File: src/rtl/mul_pkg.sv
// Shared types and sizes for the sequential shift-add multiplier.
package mul_pkg;

  localparam int MUL_WIDTH  = 8;
  localparam int MUL_PWIDTH = 16;

  typedef enum logic [1:0] {
    IDLE = 2'd0,
    RUN  = 2'd1,
    DONE = 2'd2
  } state_t;

endpackage

File: src/rtl/mul_seq_cla.sv
// 16-bit carry-lookahead adder: 4-bit groups with a second-level group carry chain.
module mul_seq_cla (
  input  logic [15:0] A,
  input  logic [15:0] B,
  input  logic        C_in,
  output logic [15:0] S,
  output logic        Ovfl
);

  logic [15:0] g;
  logic [15:0] p;
  logic [3:0]  gg;
  logic [3:0]  gp;
  logic [4:0]  gc;
  logic [16:0] c;

  always_comb begin
    g  = A & B;
    p  = A ^ B;
    gg = '0;
    gp = '0;
    gc = '0;
    c  = '0;
    for (int k = 0; k < 4; k++) begin
      gg[k] = g[4*k+3]
            | (p[4*k+3] & g[4*k+2])
            | (p[4*k+3] & p[4*k+2] & g[4*k+1])
            | (p[4*k+3] & p[4*k+2] & p[4*k+1] & g[4*k]);
      gp[k] = &p[4*k +: 4];
    end
    gc[0] = C_in;
    for (int k = 0; k < 4; k++) begin
      gc[k+1] = gg[k] | (gp[k] & gc[k]);
    end
    // Bit carries within a group start from the lookahead group carry.
    for (int k = 0; k < 4; k++) begin
      c[4*k] = gc[k];
      for (int i = 0; i < 3; i++) begin
        c[4*k+i+1] = g[4*k+i] | (p[4*k+i] & c[4*k+i]);
      end
    end
    c[16] = gc[4];
    S     = p ^ c[15:0];
    Ovfl  = c[15] ^ c[16];
  end

endmodule

File: src/rtl/mul_seq.sv
// Iterative unsigned multiplier: one shift-add step per cycle through the shared 16-bit CLA.
module mul_seq
  import mul_pkg::*;
#(
  parameter int WIDTH = MUL_WIDTH
) (
  input  logic               clk,
  input  logic               rst_n,
  input  logic               start,
  input  logic [WIDTH-1:0]   a,
  input  logic [WIDTH-1:0]   b,
  output logic               busy,
  output logic               done,
  output logic [2*WIDTH-1:0] product,
  output state_t             state
);

  localparam int CW = $clog2(WIDTH) + 1;

  logic [2*WIDTH-1:0] acc;
  logic [2*WIDTH-1:0] mcand;
  logic [WIDTH-1:0]   mplier;
  logic [CW-1:0]      cnt;
  logic [2*WIDTH-1:0] sum;

  // The adder is fixed at 16 bits, so only WIDTH=8 fits it.
  mul_seq_cla u_cla (
    .A    (acc),
    .B    (mcand),
    .C_in (1'b0),
    .S    (sum),
    .Ovfl ()
  );

  always_ff @(posedge clk) begin
    if (!rst_n) begin
      state  <= IDLE;
      acc    <= '0;
      mcand  <= '0;
      mplier <= '0;
      cnt    <= '0;
    end else begin
      case (state)
        IDLE, DONE: begin
          if (start) begin
            acc    <= '0;
            mcand  <= {{WIDTH{1'b0}}, a};
            mplier <= b;
            cnt    <= '0;
            state  <= RUN;
          end else begin
            state  <= IDLE;
          end
        end
        RUN: begin
          if (mplier[0]) acc <= sum;
          mcand  <= mcand << 1;
          mplier <= mplier >> 1;
          cnt    <= cnt + 1'b1;
          // Fixed-length run; no early exit when the multiplier empties.
          if (cnt == CW'(WIDTH - 1)) state <= DONE;
        end
        default: state <= IDLE;
      endcase
    end
  end

  assign busy    = (state == RUN);
  assign done    = (state == DONE);
  assign product = acc;

endmodule
File: config.mk
export PLATFORM = sky130hd
export DESIGN_NAME = mul_seq
export DESIGN_NICKNAME = d
export VERILOG_FILES = /design/src/rtl/mul_pkg.sv /design/src/rtl/mul_seq_cla.sv /design/src/rtl/mul_seq.sv
export SDC_FILE = /design/constraint.sdc
export NUM_CORES = 1
export LEC_CHECK = 0
export CORE_ASPECT_RATIO = 0.6
export CORE_MARGIN = 2
export CORE_UTILIZATION = 30
export CTS_CLUSTER_DIAMETER = 150
export CTS_CLUSTER_SIZE = 20
export DETAILED_ROUTE_END_ITERATION = 6
export PLACE_DENSITY = 0.51
export SLEW_MARGIN = 20
export SYNTH_ARGS = -nofsm -noshare
export SYNTH_HDL_FRONTEND = slang
export SYNTH_SLANG_ARGS = --single-unit
File: constraint.sdc
create_clock -name clk -period 3.1 [get_ports clk]
set_clock_uncertainty 0.2 [all_clocks]
set_input_delay 0.62 -clock clk [delete_from_list [all_inputs] [get_ports clk]]
set_output_delay 0.62 -clock clk [all_outputs]
set_load 0.02 [all_outputs]
==> reports/metrics.yaml, run 1 <==
clock_tree.root_cell: "sky130_fd_sc_hd__clkbuf_16"
crit_type: "reg2reg"
initial_utilization_pct: 30.8
worst_ep_arrival_time_ns: 3.00
worstRegToRegCells: 12
timing.fmax_mhz: 335
ys.warnings.count: 0
cts_tree: "built"
number_of_antenna_violations_at_the_first_check_in_global_routing: 0
cts-root-to-sink-buffers: 2
maximum_resistive_drop_on_vdd_mv: 0.169
pre_cts_slack_ns: -0.0351
drv_cap: 0
final_core_utilization_pct: 39.9
cell_area_synth_sq_mm: 0.00242
timing.critical_path.from: "mcand[3]"
tightest_slew_ns: 0.751
postCtsHoldBufs: 0
numPlacedInstances: 408
worst-path-max-fanout: 3
post_drt_via_cell_ratio: 4.58
worst_slew_margin_pct: 50.0
cp_data_required_time_ns: 3.12
static_power_due_to_leakage_nw: 1.09
via_count_of_the_first_global_routing_pass: 1787
wl_per_cell_um: 13.2
port_buffers: 38
layout-drive-gt1-share_pct: 11.4
clkSlewWorstSetupHoldPaths_ns: 0.06
ctsHtreeMaxLevel: 2
worstSkewPairLatency_ns: 0.28
tritoncts.num_buffers: 5
die-height_um: 73.6
drtIter0Drc: 104
finalMaxSlewViolations: 0
finalSetupViolCount: 0
synth.distinct_cells: 34
grt_setup_unrepaired: "true"
core-area_sq_mm: 0.00785
ios: 39
rr_endpoint: "product[15]"
die_w_um: 120
track_usage_pct: 13.4
hold_path_class: "reg2reg"
detailed_place_hpwl_um: 3810
global_route.overflow_total: 0
regToRegStartpoint: "mcand[3]"
drcViolationCount: 0
reg2reg_slack_ns: 0.11
die_area_sq_mm: 0.00882
maximum_number_of_pins_on_one_net_before_global_route_repair: 47
critical_path_startpoint_category: "register"
route.antenna.remaining_nets: 0
wl_um: 5470
post_synth_inst_count: 266
critical_path.endpoint_type: "register"
design.final.nets: 350
ys_seq_area_share_pct: 38.1
clock_sinks: 46
post-cts-setup-buffer-count: 0
grt_pass1_wl_um: 9090
layoutNonFillerInstCount: 415
layout_worst_path_cycle_share_pct: 96.4
status: "completed"
final_number_of_hold_violating_endpoints: 0
number_of_cell_rows: 25
period_minus_slack_ns: 2.99
flow.area_growth_from_synthesis_pct: 29.4
timing.critical_path.to: "product[15]"
detailedRoute.firstPassIterationCount: 4
dr_total_vias: 1902
synthesis.nets: 309
syn-mean-instance-area_sq_um: 9.09
count_of_inserted_antenna_diode_cells: 0
gp_routability_congestion: 0.769
final_critical_path_setup_slack_ns: 0.113
postSynthRegisterBits: 46
powerDensity_mw_per_mm2: 406
-- state kept, by name, indices dropped and copies added, names as in the netlist --
| name | cells |
|---|---|
| mplier | 8 |
| state | 2 |
| mcand | 16 |
| product | 16 |
| cnt | 4 |
-- worst max-delay path, cell delays in order (launching register included) --
cell                       delay, ns
sky130_fd_sc_hd__dfxtp_2        0.34
sky130_fd_sc_hd__ha_4           0.27
sky130_fd_sc_hd__nand2_1        0.04
sky130_fd_sc_hd__o21a_1         0.20
sky130_fd_sc_hd__o21ba_2        0.23
sky130_fd_sc_hd__a21bo_2        0.21
sky130_fd_sc_hd__fa_2           0.34
sky130_fd_sc_hd__fa_2           0.34
sky130_fd_sc_hd__inv_2          0.06
sky130_fd_sc_hd__fa_2           0.18
sky130_fd_sc_hd__xnor2_1        0.07
sky130_fd_sc_hd__or3_1          0.31
sky130_fd_sc_hd__a21boi_1       0.13
-- worst min-delay path by stage --
stage	cells past startpoint	start	slack (ns)	end
finish	2	mplier[5]	0.25	mplier[5]
global route	2	mplier[3]	0.28	mplier[3]
CTS	2	mplier[5]	0.26	mplier[5]
detailed placement	2	mplier[5]	0.25	mplier[5]
global placement	2	mplier[5]	0.24	mplier[5]
floorplan	2	mplier[1]	0.24	mplier[1]
-- per-layer routing --
layer	GRT usage (%)	share of wire, %
met1	21.0	55
met5	0	0
met3	3.80	5.4
met4	3.53	0.66
met2	17.3	39
-- cell type report --
cell class                 count  area (sq um)
multi-input combinational    180          1380
fill                         791          4720
tap                          108           135
timing repair buffer          50           470
sequential                    46           927
clock buffer                   7           133
inverter                      24          90.1
-- cells in the final DEF, fill, tap and decap left out, types with 6 or more instances in the layout --
cell type and n:
sky130_fd_sc_hd__nand2_1 18, sky130_fd_sc_hd__o21ai_0 8, sky130_fd_sc_hd__clkdlybuf4s50_1 38, sky130_fd_sc_hd__and2_1 14, sky130_fd_sc_hd__a22oi_1 25, sky130_fd_sc_hd__o21ai_1 7
sky130_fd_sc_hd__fa_1 6, sky130_fd_sc_hd__nand3_1 17, sky130_fd_sc_hd__buf_4 12, sky130_fd_sc_hd__dfxtp_1 41, sky130_fd_sc_hd__a21boi_1 17, sky130_fd_sc_hd__a21oi_1 7
sky130_fd_sc_hd__inv_1 22, sky130_fd_sc_hd__ha_1 10, sky130_fd_sc_hd__nor2b_1 16
-- kinds of logic (layout without fill, tap and decap cells) --
logic type      Yosys count  after routing  share of synthesized area (%)
compound gates           72             72                           20.3
xor+xnor                  4              4                           1.45
fa+ha+maj                24             24                           15.8
buf+inv                  40             81                           6.73
simple gates             80             80                           17.6
flops                    46             46                           38.1
-- Yosys cell counts --
cell type,n,area (sq um)
sky130_fd_sc_hd__o21ai_1,7,35.0
sky130_fd_sc_hd__and3_1,2,12.5
sky130_fd_sc_hd__nor2_4,1,11.3
sky130_fd_sc_hd__nand2_1,18,67.6
sky130_fd_sc_hd__ha_1,13,163
sky130_fd_sc_hd__inv_2,1,3.75
sky130_fd_sc_hd__nor2b_1,16,100
sky130_fd_sc_hd__nand2b_1,2,12.5
sky130_fd_sc_hd__o21a_1,3,22.5
sky130_fd_sc_hd__xor2_1,3,26.3
sky130_fd_sc_hd__inv_1,23,86.3
sky130_fd_sc_hd__o21ba_2,1,10.0
sky130_fd_sc_hd__a22oi_1,25,188
sky130_fd_sc_hd__nand4_1,2,12.5
sky130_fd_sc_hd__fa_1,11,220
sky130_fd_sc_hd__nor3_1,1,5.00
sky130_fd_sc_hd__xnor2_1,1,8.76
sky130_fd_sc_hd__buf_2,7,35.0
sky130_fd_sc_hd__o21bai_1,1,7.51
sky130_fd_sc_hd__nand3_1,17,85.1
sky130_fd_sc_hd__or3_1,1,6.26
sky130_fd_sc_hd__a211oi_1,1,7.51
sky130_fd_sc_hd__buf_1,1,3.75
sky130_fd_sc_hd__nor2_1,5,18.8
sky130_fd_sc_hd__a21boi_1,17,128
sky130_fd_sc_hd__buf_4,1,7.51
sky130_fd_sc_hd__dfxtp_1,46,921
sky130_fd_sc_hd__nand3b_1,1,7.51
sky130_fd_sc_hd__a21bo_2,1,10.0
sky130_fd_sc_hd__and2_1,14,87.6
sky130_fd_sc_hd__o21ai_0,8,40.0
sky130_fd_sc_hd__clkbuf_1,7,26.3
sky130_fd_sc_hd__o211ai_1,1,7.51
sky130_fd_sc_hd__a21oi_1,7,35.0
-- timing repair --
item / 4_1_cts / 5_1_grt
cloned: 0 / 0
pin swaps: 0 / 1
endpoints found under the hold margin: 0 / 0
setup endpoints to repair: 1 / 4
resized for setup: 1 / 13
-- per-stage QoR --
step / hold WS, ns / power [mW] / instance area [sq um] / TNS, ns
2_1_floorplan: 0.235 / 0.721 / 2420 / 0
3_3_place_gp: 0.242 / 0.781 / 2950 / 0
3_5_place_dp: 0.249 / 0.781 / 2950 / -0.0351
4_1_cts: 0.257 / 1.30 / 3100 / 0
5_1_grt: 0.282 / 1.34 / 3130 / -0.0247
6_report: 0.254 / 1.27 / 3130 / 0
-- where the power goes --
part	internal (mW)	total [mW]	switching [mW]	leakage, nW
clock network	0.295	0.503	0.208	0.0640
registers	0.610	0.625	0.0149	0.376
logic	0.0646	0.144	0.0791	0.651
total	0.970	1.27	0.302	1.09
Note: power is estimated with default switching activity, not from simulation.
==> run 2, diff against run 1 <==
--- a/config.mk
+++ b/config.mk
@@ -11,6 +11,7 @@
 export CTS_CLUSTER_DIAMETER = 150
 export CTS_CLUSTER_SIZE = 20
 export DETAILED_ROUTE_END_ITERATION = 6
+export MAX_ROUTING_LAYER = met4
 export PLACE_DENSITY = 0.51
 export SLEW_MARGIN = 20
 export SYNTH_ARGS = -nofsm -noshare
==> reports/metrics.yaml, run 2 (synthesis gave the netlist of run 1 again) <==
status: "completed"  # unchanged
worstRegToRegCells: 12  # unchanged
finalPower_mw: 1.27  # about the same
top_layer: "met4"  # unchanged
layout_worst_path_cycle_share_pct: 96.4  # about the same
maximum_number_of_pins_on_one_net_before_global_route_repair: 47  # unchanged
track_usage_pct: 13.8  # was 13.4%
powerDensity_mw_per_mm2: 406  # about the same
rr_endpoint: "product[15]"  # unchanged
final_core_utilization_pct: 39.9  # unchanged
reg2reg_slack_ns: 0.11  # about the same
layoutNonFillerInstCount: 415  # unchanged
dr_total_vias: 1905  # was 1902
regToRegStartpoint: "mcand[3]"  # unchanged
design.final.nets: 350  # unchanged
drv_cap: 0  # unchanged
wl_met2_um: 2140  # about the same
postLayoutCellArea_sq_mm: 0.00313  # unchanged
clkSlewWorstSetupHoldPaths_ns: 0.06  # about the same
period_minus_slack_ns: 2.99  # about the same
fin_hold_ws_ns: 0.254  # unchanged
holdCritStartpoint: "mplier[5]"  # unchanged
route.antenna.remaining_nets: 0  # unchanged
die-height_um: 73.6  # unchanged
port_buffers: 38  # unchanged
count_of_inserted_antenna_diode_cells: 0  # unchanged
cp_data_required_time_ns: 3.12  # about the same
layout.cells.most_common: "sky130_fd_sc_hd__dfxtp_1"  # unchanged
initial_utilization_pct: 30.8  # unchanged
finalSetupViolCount: 0  # unchanged
worst_slew_margin_pct: 50.0  # about the same
gp_routability_congestion: 0.779  # was 0.769
hold_path_class: "reg2reg"  # unchanged
global_route.overflow_total: 0  # unchanged
final_critical_path_setup_slack_ns: 0.113  # about the same
met1Wirelength_um: 3020  # was 3000 um
numPlacedInstances: 408  # unchanged
clock_sinks: 46  # unchanged
layout-drive-gt1-share_pct: 11.4  # unchanged
worstSkewPairLatency_ns: 0.28  # about the same
met3_wirelength_um: 274  # was 298 um
wl_per_cell_um: 13.2  # about the same
detailed_place_hpwl_um: 3810  # unchanged
core-area_sq_mm: 0.00785  # unchanged
via_count_of_the_first_global_routing_pass: 1790  # was 1787
wl_um: 5470  # about the same
cts-root-to-sink-buffers: 2  # unchanged
hold-path-endpoint: "mplier[5]"  # unchanged
post_drt_via_cell_ratio: 4.59  # was 4.58
finalMaxSlewViolations: 0  # unchanged
number_of_cell_rows: 25  # unchanged
drtIter0Drc: 116  # was 104
detailed_place.area_sq_mm: 0.00295  # unchanged
die_area_sq_mm: 0.00882  # unchanged
critical_path_startpoint_category: "register"  # unchanged
worst-path-max-fanout: 3  # unchanged
grt_setup_unrepaired: "true"  # unchanged
ios: 39  # unchanged
grt_pass1_wl_um: 9080  # was 9090 um
final_number_of_hold_violating_endpoints: 0  # unchanged
critical_path.endpoint_type: "register"  # unchanged
ctsHtreeMaxLevel: 2  # unchanged
maximum_resistive_drop_on_vdd_mv: 0.169  # about the same
cts_tree: "built"  # unchanged
die_w_um: 120  # unchanged
post-cts-setup-buffer-count: 0  # unchanged
pre_cts_slack_ns: -0.0351  # unchanged
worst_ep_arrival_time_ns: 3.00  # about the same
final.fill_count: 791  # unchanged
top_library_cells_by_usage_in_the_layout_fill_and_taps_aside: "41 x sky130_fd_sc_hd__dfxtp_1, 38 x sky130_fd_sc_hd__clkdlybuf4s50_1, 25 x sky130_fd_sc_hd__a22oi_1"  # unchanged
clock_tree.root_cell: "sky130_fd_sc_hd__clkbuf_16"  # unchanged
crit_type: "reg2reg"  # unchanged
postCtsHoldBufs: 0  # unchanged
static_power_due_to_leakage_nw: 1.09  # unchanged
timing.fmax_mhz: 335  # about the same
flow.area_growth_from_synthesis_pct: 29.4  # unchanged
tightest_slew_ns: 0.751  # about the same
number_of_antenna_violations_at_the_first_check_in_global_routing: 0  # unchanged
drcViolationCount: 0  # unchanged
fin_setup_tns_ns: 0  # unchanged
tritoncts.num_buffers: 5  # unchanged
whs_path_depth: 2  # unchanged
detailedRoute.firstPassIterationCount: 4  # unchanged
run 2: cell counts in the layout (fill, tap and decap cells not counted):
No cell type changed its count.
run 2: repair_timing:
action | in CTS | in global routing
pin swaps | 0 | 1
setup endpoints to repair | 1 | 4
gates resized for setup | 1 | 13
run 2: layer usage:
metal | vias up | global-route usage [%]
li1 | 987 | -
met1 | 873 | 21.0
met2 | 40 | 17.3
met3 | 5 | 3.57
met4 | 0 | 3.53
met5 | - | -
run 2: how the worst max path moves through the flow:
stage / depth (start not counted) / from / end / slack [ns]
detailed placement: 12 / mcand[3] / product[15] / -0.04
global placement: 12 / mcand[3] / product[15] / 0.05
finish: 12 / mcand[3] / product[15] / 0.11
global route: 12 / product[1] / product[15] / -0.02
CTS: 12 / mcand[3] / product[15] / 0.01
floorplan: 11 / product[3] / product[11] / 0.03
run 2: critical path, cell delays in order, from the launching register on:
cell	delay, ns
sky130_fd_sc_hd__dfxtp_2	0.34
sky130_fd_sc_hd__ha_4	0.27
sky130_fd_sc_hd__nand2_1	0.04
sky130_fd_sc_hd__o21a_1	0.20
sky130_fd_sc_hd__o21ba_2	0.23
sky130_fd_sc_hd__a21bo_2	0.21
sky130_fd_sc_hd__fa_2	0.34
sky130_fd_sc_hd__fa_2	0.34
sky130_fd_sc_hd__inv_2	0.06
sky130_fd_sc_hd__fa_2	0.18
sky130_fd_sc_hd__xnor2_1	0.07
sky130_fd_sc_hd__or3_1	0.31
sky130_fd_sc_hd__a21boi_1	0.13
run 2: report_power, final:
group / internal [mW] / switching [mW] / leakage [nW]
clock: 0.295 / 0.208 / 0.0640
combinational: 0.0647 / 0.0792 / 0.651
sequential: 0.610 / 0.0149 / 0.376
total: 0.970 / 0.303 / 1.09
run 2: layout make-up:
cell class / instances / area (sq um) / share of cell area [%]
multi-input cells: 180 / 1380 / 43.9
well taps: 108 / 135 / 4.32
repair buffers: 50 / 470 / 15.0
inverters: 24 / 90.1 / 2.88
flip-flops and latches: 46 / 927 / 29.6
clock buffers: 7 / 133 / 4.24
